`src/rtl/hazard_scoreboard.sv`:
```
// -----------------------------------------------------------------------------
// hazard_scoreboard
//
// Hazard unit for the 32-bit MIPS pipeline. It sits beside the decode stage
// and keeps a shadow copy of the destination register of each instruction in
// the DEPTH tracked stages after decode (stage 1 = EXE, 2 = MEM, 3 = WB).
// From that shadow it produces:
//   - a load-use stall,
//   - a forwarding select for each source operand,
//   - a multi-cycle flush after a taken branch.
// It also keeps saturating counts of stall cycles and taken branches.
//
// Ports
//   clock         rising-edge clock
//   reset         asynchronous, active-low reset
//   id_valid      decode holds a real instruction (0 = nop / bubble)
//   id_rs, id_rt  source register addresses A and B
//   id_rs_used    operand A is read
//   id_rt_used    operand B is read
//   id_dst        destination register address
//   id_wr         instruction writes the register file
//   id_load       instruction is a load (lw)
//   branch_taken  single-cycle pulse: branch resolved taken
//   stall         hold PC and IF/ID, insert a bubble into ID/EXE
//   flush         kill the IF/ID and ID/EXE contents
//   fwd_a, fwd_b  operand source: 0 = register file, k = stage k result
//   stall_count   saturating count of stall cycles
//   flush_count   saturating count of taken-branch pulses
//
// Parameters
//   DEPTH         number of tracked stages after decode
//   RAW           register address width
//   LOAD_READY    first stage whose result is usable for a load producer;
//                 non-load results are usable from stage 1
//   FLUSH_CYCLES  cycles flush stays high per taken branch (1 to 4)
//   CW            performance counter width
//   SW            forwarding select width; 2**SW must exceed DEPTH
// -----------------------------------------------------------------------------
module hazard_scoreboard #(
    parameter int DEPTH        = 3,
    parameter int RAW          = 5,
    parameter int LOAD_READY   = 2,
    parameter int FLUSH_CYCLES = 1,
    parameter int CW           = 16,
    parameter int SW           = 2
) (
    input  logic           clock,
    input  logic           reset,
    input  logic           id_valid,
    input  logic [RAW-1:0] id_rs,
    input  logic [RAW-1:0] id_rt,
    input  logic           id_rs_used,
    input  logic           id_rt_used,
    input  logic [RAW-1:0] id_dst,
    input  logic           id_wr,
    input  logic           id_load,
    input  logic           branch_taken,
    output logic           stall,
    output logic           flush,
    output logic [SW-1:0]  fwd_a,
    output logic [SW-1:0]  fwd_b,
    output logic [CW-1:0]  stall_count,
    output logic [CW-1:0]  flush_count
);

    // The flush down-counter only ever holds FLUSH_CYCLES-1, at most 3.
    localparam int               FCW          = 2;
    localparam logic [FCW-1:0]   FLUSH_RELOAD = FCW'(FLUSH_CYCLES - 1);

    // Shadow of the tracked stages. Index k-1 holds stage k.
    logic [DEPTH-1:0] stg_valid;
    logic [DEPTH-1:0] stg_wr;
    logic [DEPTH-1:0] stg_load;
    logic [RAW-1:0]   stg_dst [DEPTH];

    logic [FCW-1:0]   flush_cnt;

    // Per-operand view: index 0 = operand A (rs), index 1 = operand B (rt).
    logic [RAW-1:0]   op_addr [2];
    logic [1:0]       op_used;
    logic [1:0]       near_hit;    // some stage produces this operand
    logic [1:0]       near_wait;   // nearest producer is a load not yet ready
    logic [SW-1:0]    near_k [2];  // stage number of the nearest producer

    logic             load_use;
    logic             id_accept;

    assign op_addr[0] = id_rs;
    assign op_addr[1] = id_rt;
    assign op_used[0] = id_rs_used;
    assign op_used[1] = id_rt_used;

    // -------------------------------------------------------------------------
    // Nearest producer search. Stages are scanned from the oldest to the
    // youngest so that the youngest match (smallest k) is the one that sticks.
    // Register 0 is hard-wired to zero and never forwards.
    // -------------------------------------------------------------------------
    always_comb begin
        near_hit  = '0;
        near_wait = '0;
        near_k[0] = '0;
        near_k[1] = '0;
        for (int o = 0; o < 2; o++) begin
            for (int k = DEPTH; k >= 1; k--) begin
                if (stg_valid[k-1] && stg_wr[k-1] && op_used[o] &&
                    (op_addr[o] != '0) && (stg_dst[k-1] == op_addr[o])) begin
                    near_hit[o]  = 1'b1;
                    near_k[o]    = SW'(k);
                    near_wait[o] = stg_load[k-1] && (k < LOAD_READY);
                end
            end
        end
    end

    // -------------------------------------------------------------------------
    // Control outputs. A bubble in decode never stalls or forwards. Flush
    // wins over stall: the decode instruction is being killed anyway, so
    // holding it would only lose a cycle.
    // -------------------------------------------------------------------------
    assign load_use  = id_valid && (near_wait[0] || near_wait[1]);
    assign flush     = branch_taken || (flush_cnt != '0);
    assign stall     = load_use && !flush;
    assign id_accept = id_valid && !stall && !flush;

    assign fwd_a = (id_accept && near_hit[0]) ? near_k[0] : '0;
    assign fwd_b = (id_accept && near_hit[1]) ? near_k[1] : '0;

    // -------------------------------------------------------------------------
    // Stage shift. Older entries always move on, even during a flush: the
    // branch resolves downstream of them, so they are architecturally live.
    // -------------------------------------------------------------------------
    always_ff @(posedge clock or negedge reset) begin
        if (!reset) begin
            stg_valid <= '0;
            stg_wr    <= '0;
            stg_load  <= '0;
            for (int k = 0; k < DEPTH; k++) begin
                stg_dst[k] <= '0;
            end
        end else begin
            for (int k = DEPTH - 1; k >= 1; k--) begin
                stg_valid[k] <= stg_valid[k-1];
                stg_wr[k]    <= stg_wr[k-1];
                stg_load[k]  <= stg_load[k-1];
                stg_dst[k]   <= stg_dst[k-1];
            end
            stg_valid[0] <= id_accept;
            stg_wr[0]    <= id_wr;
            stg_load[0]  <= id_load;
            stg_dst[0]   <= id_dst;
        end
    end

    // -------------------------------------------------------------------------
    // Flush window. The pulse cycle itself is covered by branch_taken, so the
    // counter only has to cover the remaining FLUSH_CYCLES-1 cycles. A new
    // pulse during an open window restarts it.
    // -------------------------------------------------------------------------
    always_ff @(posedge clock or negedge reset) begin
        if (!reset) begin
            flush_cnt <= '0;
        end else if (branch_taken) begin
            flush_cnt <= FLUSH_RELOAD;
        end else if (flush_cnt != '0) begin
            flush_cnt <= flush_cnt - 1'b1;
        end
    end

    // -------------------------------------------------------------------------
    // Saturating event counters.
    // -------------------------------------------------------------------------
    always_ff @(posedge clock or negedge reset) begin
        if (!reset) begin
            stall_count <= '0;
            flush_count <= '0;
        end else begin
            if (stall && (stall_count != '1)) begin
                stall_count <= stall_count + 1'b1;
            end
            if (branch_taken && (flush_count != '1)) begin
                flush_count <= flush_count + 1'b1;
            end
        end
    end

endmodule

```
`config.mk`:
```
export PLATFORM = sky130hd
export DESIGN_NAME = hazard_scoreboard
export DESIGN_NICKNAME = d
export VERILOG_FILES = /design/src/rtl/hazard_scoreboard.sv
export SDC_FILE = /design/constraint.sdc
export NUM_CORES = 1
export LEC_CHECK = 0
export CORE_AREA = 5 5 101 103
export CTS_CLUSTER_DIAMETER = 150
export DETAILED_ROUTE_END_ITERATION = 12
export DIE_AREA = 0 0 106 108
export HOLD_SLACK_MARGIN = 0.03
export PLACE_DENSITY = 0.61
export SETUP_SLACK_MARGIN = 0.3
export SKIP_CTS_REPAIR_TIMING = 1
export SLEW_MARGIN = 20
export SYNTH_ARGS = -nofsm -noshare
export SYNTH_HDL_FRONTEND = slang
export SYNTH_SLANG_ARGS = --single-unit
export TNS_END_PERCENT = 50
```
`constraint.sdc`:
```
create_clock -name clock -period 5.9 [get_ports clock]
set_input_delay 1.18 -clock clock [delete_from_list [all_inputs] [get_ports clock]]
set_output_delay 1.18 -clock clock [all_outputs]
set_load 0.02 [all_outputs]
```
==> metrics.md, run 1 <==
| Metric | Value |
|---|---|
| Hold Path Depth | 0 |
| Synthesized cell area | 2671 µm² |
| Detailed placement HPWL | 4.671 mm |
| Aggregate global routing overflow | 0 |
| Pre-CTS setup slack | 874.5 ps |
| Synth cell types | 31 |
| Clk slew on worst S/H paths | 90 ps |
| Tot GR Track Use | 11.12% |
| Initial drt markers | 41 |
| H-tree level count | 2 |
| Vias/cell | 4.755 |
| Cells after Synth | 240 |
| Outcome | complete, no violations |
| Clock Skew | 10.23 ps |
| WP data arrival | 3850 ps |
| Seq cells post-synth | 56 |
| Cell Rows | 35 |
| Worst hold margin | 382.2 ps |
| CP endpoint kind | primary output |
| Fmax | 198.7 MHz |
| Longest Clk Path Bufs | 2 |
| Most common cell after layout, fill and taps aside | clkdlybuf4s50_1 |
| Area taken by multi-input logic gates | 1217 µm² |
| # diodes | 0 |
| CTS tree | done |
| WL final | 6.133 mm |
| Slew Viols, Final | 0 |
| Initial antenna violation count | 0 |
| Final Hold Fails | 0 |
| # fillers | 903 |
| Placed Instances | 409 |
| R2R cell count | 5 |
| Power Density | 257.4 nW/µm² |
| CP Launch Type | primary input |
| Worst-Margin Slew | 734.0 ps |
| First-pass GRT wire length | 10.34 mm |
| Post-route DRC violation count | 0 |
| Worst vdd ir | 0.0001524 V |
| Critical R2R Capture | stall_count[1] |
| Commonest non-fill, non-tap cells in the layout | clkdlybuf4s50_1, dfrtp_1, xnor2_1, xor2_1, nand2_1 |
| Initial Util | 29.33% |
| Reg area | 1401 µm² |
| Routed Antenna Nets | 0 |
| Drt pass-1 iters | 4 |
| Net Count, Synth | 266 |
| Layout cells sized above 1 | 5.882% |
| CTS sink count | 56 |
| Yosys warns | 0 |
| Clk_lat worst skew | 300 ps |
| Worst Path Required | 4720 ps |
| Largest net degree at the start of global routing | 57 |
| I/O Buffers | 60 |
| Setup Viol. Count Final | 0 |
| Vias | 1983 |
| P&R area growth vs syn | 30.44% |
| Max Cap Viol | 0 |
| Relative slew margins | 51.07% |
| Core area | 9109 µm² |
| Die width | 106 µm |
| Routability cong. | 0.8412 |
| Worst Hold Class | reg -> reg |
| Final period utilization | 85.30% |
| Post-synthesis sequential area ratio | 52.46% |
| Kind of critical path | in -> out |
| Vias in the first global route | 2096 |
| Unrepaired setup endpoints after global routing | no |
| Worst r2r src | stg_dst[11] |
| Flop2flop setup slack | 3770 ps |
| Hold Crit Start | stg_wr[1] |
| Die area | 11450 µm² |
| IO Pins | 61 |
| Syn avg cell area | 11.13 µm² |
| Root Buffer | clkbuf_8 |
| Hold worst-path end | stg_wr[2] |
| Count of non-filler cells in the finished layout | 417 |
| WL/cell | 14.71 µm |
| CTS Buf Count | 5 |
| Min cycle time layout | 5033 ps |
| Fin worst setup slack | 867.4 ps |
| Die Height | 108 µm |
| Fin Setup TNS | 0 ps |
| Leakage power total | 1.425 nW |
| CP Max Fanout | 8 |
| Nets@finish | 331 |
[worst max path at each step]
stage,startpoint,end,depth (start not counted),slack (ps)
after floorplan,id_rs[0],fwd_a[1],6,1940
after global placement,id_rs[1],fwd_a[1],8,960
after detailed placement,id_rs[0],fwd_a[1],8,870
after CTS,id_rs[0],fwd_a[1],8,870
after global routing,id_rs[1],fwd_a[1],8,770
final,id_rs[0],fwd_a[1],8,870
[routing by layer]
layer / wire length [µm] / up-vias / share of wire (%) / global-route usage, %
li1: - / 958 / - / -
met1: 2764 / 973 / 45 / 14.01
met2: 3011 / 50 / 49 / 19.13
met3: 334 / 2 / 5.4 / 3.224
met4: 23 / 0 / 0.38 / 2.220
met5: 0 / - / 0 / 0
[cell usage after synthesis]
library cell,instances,area (µm²)
nand3_1,11,55.05
dfrtp_1,56,1401
inv_1,9,33.78
and4_1,2,17.52
nand2_1,17,63.81
nor4_4,2,42.54
nor2_1,14,52.55
xor2_1,18,157.7
or4_1,1,7.510
xnor2_1,39,341.6
nor4_1,9,56.30
nand4_1,16,100.1
nor2b_1,2,12.51
ha_1,3,37.54
a31oi_1,2,12.51
and2_1,1,6.260
nand2b_1,2,12.51
clkbuf_1,2,7.510
buf_6,1,11.26
a21oi_1,8,40.04
o21ai_4,2,32.53
and3_1,4,25.02
and3b_1,1,8.760
mux2_2,1,11.26
nor3_1,9,45.04
nor3_2,1,10.01
or4_4,2,22.52
o21ai_1,1,5.000
o21a_1,2,15.01
mux2_4,1,15.01
nor2_4,1,11.26
[cell type report]
class	count	area share [%]
sequential	56	40.22
multi-input combinational	172	34.94
tap	111	3.986
inverter	9	0.9695
clock buffer	8	2.585
timing repair buffer	61	17.31
[metrics by stage]
stage | utilization (%) | power [mW] | cell area [µm²]
2_1_floorplan | - | 0.5876 | 2671
3_3_place_gp | 37.27 | 0.6911 | 3395
3_5_place_dp | 37.27 | 0.6950 | 3395
4_1_cts | 38.26 | 0.9138 | 3485
5_1_grt | 38.26 | 0.9491 | 3485
6_report | 38.26 | 0.8968 | 3485
[power by group]
part,switching [mW],internal [mW],total [mW]
Sequential,0.0430,0.423,0.466
Clock,0.117,0.0962,0.214
Combinational,0.111,0.107,0.217
[critical path: stages]
cell	delay, ps
clkdlybuf4s50_1	520
or4_4	590
o21ai_4	180
nor4_4	90
nor2_4	210
o21ai_1	170
nor3_1	260
clkdlybuf4s50_1	650
[cells by family after synthesis]
family / Yosys count / synth area share [%]
AOI/OAI and AO/OA: 15 / 3.934
DFF: 56 / 52.46
and+or+nand+nor: 95 / 20.56
buffers and inverters: 12 / 1.967
muxes: 2 / 0.9834
adders and majority gates: 3 / 1.405
xor gates and xnor gates: 57 / 18.69
[sequential cells by signal, indices dropped and copies added, names as in the netlist]
| signal | cells |
|---|---|
| flush_count | 16 |
| stall_count | 16 |
| stg_load | 1 |
| flush_cnt | 2 |
| stg_valid | 3 |
| stg_dst | 15 |
| stg_wr | 3 |
No activity file was read; power rests on OpenSTA's default activity.
==> run 2, diff against run 1 <==
==> constraint.sdc (replaced) <==
create_clock -name clock -period 6.46 [get_ports clock]
set_input_delay 1.292 -clock clock [delete_from_list [all_inputs] [get_ports clock]]
set_output_delay 1.292 -clock clock [all_outputs]
set_load 0.02 [all_outputs]
==> run 2 against run 1 <==
Count of clock-buffer cells in the layout decreased by 1. Total power decreased by 7.8%. Worst setup slack improved by 400 ps. Combinational power decreased by 8%. Non-clock buffer count unchanged. Hold slack got worse by 1.4 ps. Global-route usage increased by 0.63 points. Sequential cell count unchanged. Critical path type unchanged. Critical endpoint unchanged.
==> metrics.md, run 2 (synthesis results as in run 1) <==
| Metric | Value |
|---|---|
| Outcome | complete, no violations |
| Longest Clk Path Bufs | 2 |
| Relative slew margins | 52.45% |
| Crit path cell chain | clkdlybuf4s50_1 -> or4_4 -> o21ai_4 -> nor4_4 -> nor2_4 -> o21ai_1 -> nor3_1 -> clkdlybuf4s50_1 |
| Largest net degree at the start of global routing | 57 |
| Die Height | 108 µm |
| # fillers | 905 |
| WP data arrival | 3900 ps |
| Min cycle time layout | 5189 ps |
| Vias in the first global route | 2194 |
| Aggregate global routing overflow | 0 |
| Pre-CTS setup slack | 1267 ps |
| Top flop regs | flush_count: 16 flops, stall_count: 16 flops, stg_dst: 15 flops |
| Slew Viols, Final | 0 |
| Clock Skew | 15.16 ps |
| H-tree level count | 2 |
| IO Pins | 61 |
| Cell Rows | 35 |
| Routability cong. | 0.8420 |
| Worst-Margin Slew | 713.2 ps |
| I/O Buffers | 60 |
| CP dominant cell by count | clkdlybuf4s50_1 |
| Final Hold Fails | 0 |
| Nets@finish | 331 |
| Fin Setup TNS | 0 ps |
| CP max stage delay | 640 ps |
| Max Cap Viol | 0 |
| Routed Antenna Nets | 0 |
| Vias | 1989 |
| Worst Hold Class | reg -> reg |
| Detailed placement HPWL | 4.771 mm |
| Unrepaired setup endpoints after global routing | no |
| Slowest-stage cell, CP | clkdlybuf4s50_1 |
| Setup Viol. Count Final | 0 |
| Kind of critical path | in -> out |
| First-pass GRT wire length | 10.86 mm |
| Die area | 11450 µm² |
| Fmax | 192.7 MHz |
| Tot GR Track Use | 11.75% |
| Post-route DRC violation count | 0 |
| WL/cell | 14.74 µm |
| Most common cell after layout, fill and taps aside | clkdlybuf4s50_1 |
| WL final | 6.147 mm |
| # diodes | 0 |
| P&R area growth vs syn | 30.59% |
| CP Max Fanout | 8 |
| Worst vdd ir | 0.0001399 V |
| Initial drt markers | 31 |
| Die width | 106 µm |
| Worst Path Required | 5170 ps |
| Core area | 9109 µm² |
| Power Density | 237.1 nW/µm² |
| Final period utilization | 80.32% |
| Drt pass-1 iters | 4 |
| CTS Buf Count | 5 |
| Vias/cell | 4.770 |
| Leakage power total | 1.424 nW |
| CTS tree | done |
| Clk_lat worst skew | 310 ps |
| Root Buffer | clkbuf_8 |
| Fin worst setup slack | 1271 ps |
| Clk slew on worst S/H paths | 100 ps |
| CTS sink count | 56 |
| Final Total Pwr | 0.8270 mW |
| Commonest non-fill, non-tap cells in the layout | clkdlybuf4s50_1, dfrtp_1, xnor2_1, xor2_1, nand2_1 |
| Initial Util | 29.33% |
| Worst hold margin | 380.8 ps |
| Initial antenna violation count | 0 |
| CP Launch Type | primary input |
| Layout cells sized above 1 | 6.209% |
| CP endpoint kind | primary output |
-- run 2: cell count changes in the layout (fill, tap and decap cells not counted), sizes merged --
cell / change
clkbuf: -1
clkinvlp: +1
-- run 2: routing by layer --
metal | track usage (%) | wire length [µm] | up-vias
li1 | - | - | 960
met1 | 14.66 | 2691 | 979
met2 | 19.85 | 3088 | 44
met3 | 3.403 | 312 | 6
met4 | 3.423 | 55 | 0
met5 | 0 | 0 | -
-- run 2: per-stage QoR --
step / area [µm²] / instances / utilization, %
4_1_cts: 3488 / 417 / 38.30
3_5_place_dp: 3395 / 409 / 37.27
5_1_grt: 3488 / 417 / 38.30
6_report: 3488 / 417 / 38.30
3_3_place_gp: 3395 / 409 / 37.27
2_1_floorplan: 2671 / 240 / -
-- run 2: area by class of cell --
type	instances	area, µm²	share of cell area (%)
sequential	56	1401	40.17
multi-input combinational	172	1217	34.90
timing repair buffer	61	603.1	17.29
tap	111	138.9	3.981
clock buffer	7	86.33	2.475
inverter	9	33.78	0.9684
clock inverter	1	7.507	0.2152
-- run 2: where the power goes --
part	leakage (nW)	switching (mW)	internal (mW)	total, mW
clock network	0.0445	0.115	0.0875	0.203
logic	0.673	0.102	0.0972	0.199
registers	0.706	0.0390	0.386	0.425
-- run 2: critical path, delay by kind of cell --
| kind | cells | cell delay [ps] |
|---|---|---|
| buffers and inverters | 2 | 1150 |
| AO/OA/AOI/OAI | 2 | 350 |
| AND/OR/NAND/NOR | 4 | 1100 |
-- run 2: worst paths after layout --
path                              start              to  slack [ps]  cells past startpoint
setup / recovery               id_rs[0]        fwd_a[1]        1270                      8
hold / removal             stg_valid[1]    stg_valid[2]         380                      0
setup reg to reg            stg_dst[13]  stall_count[1]        4340                      5
hold reg to reg            stg_valid[1]    stg_valid[2]         380                      0
max in group asynchronous         reset     stg_dst[13]        4870                      2
min in group asynchronous         reset       stg_wr[2]        1110                      2
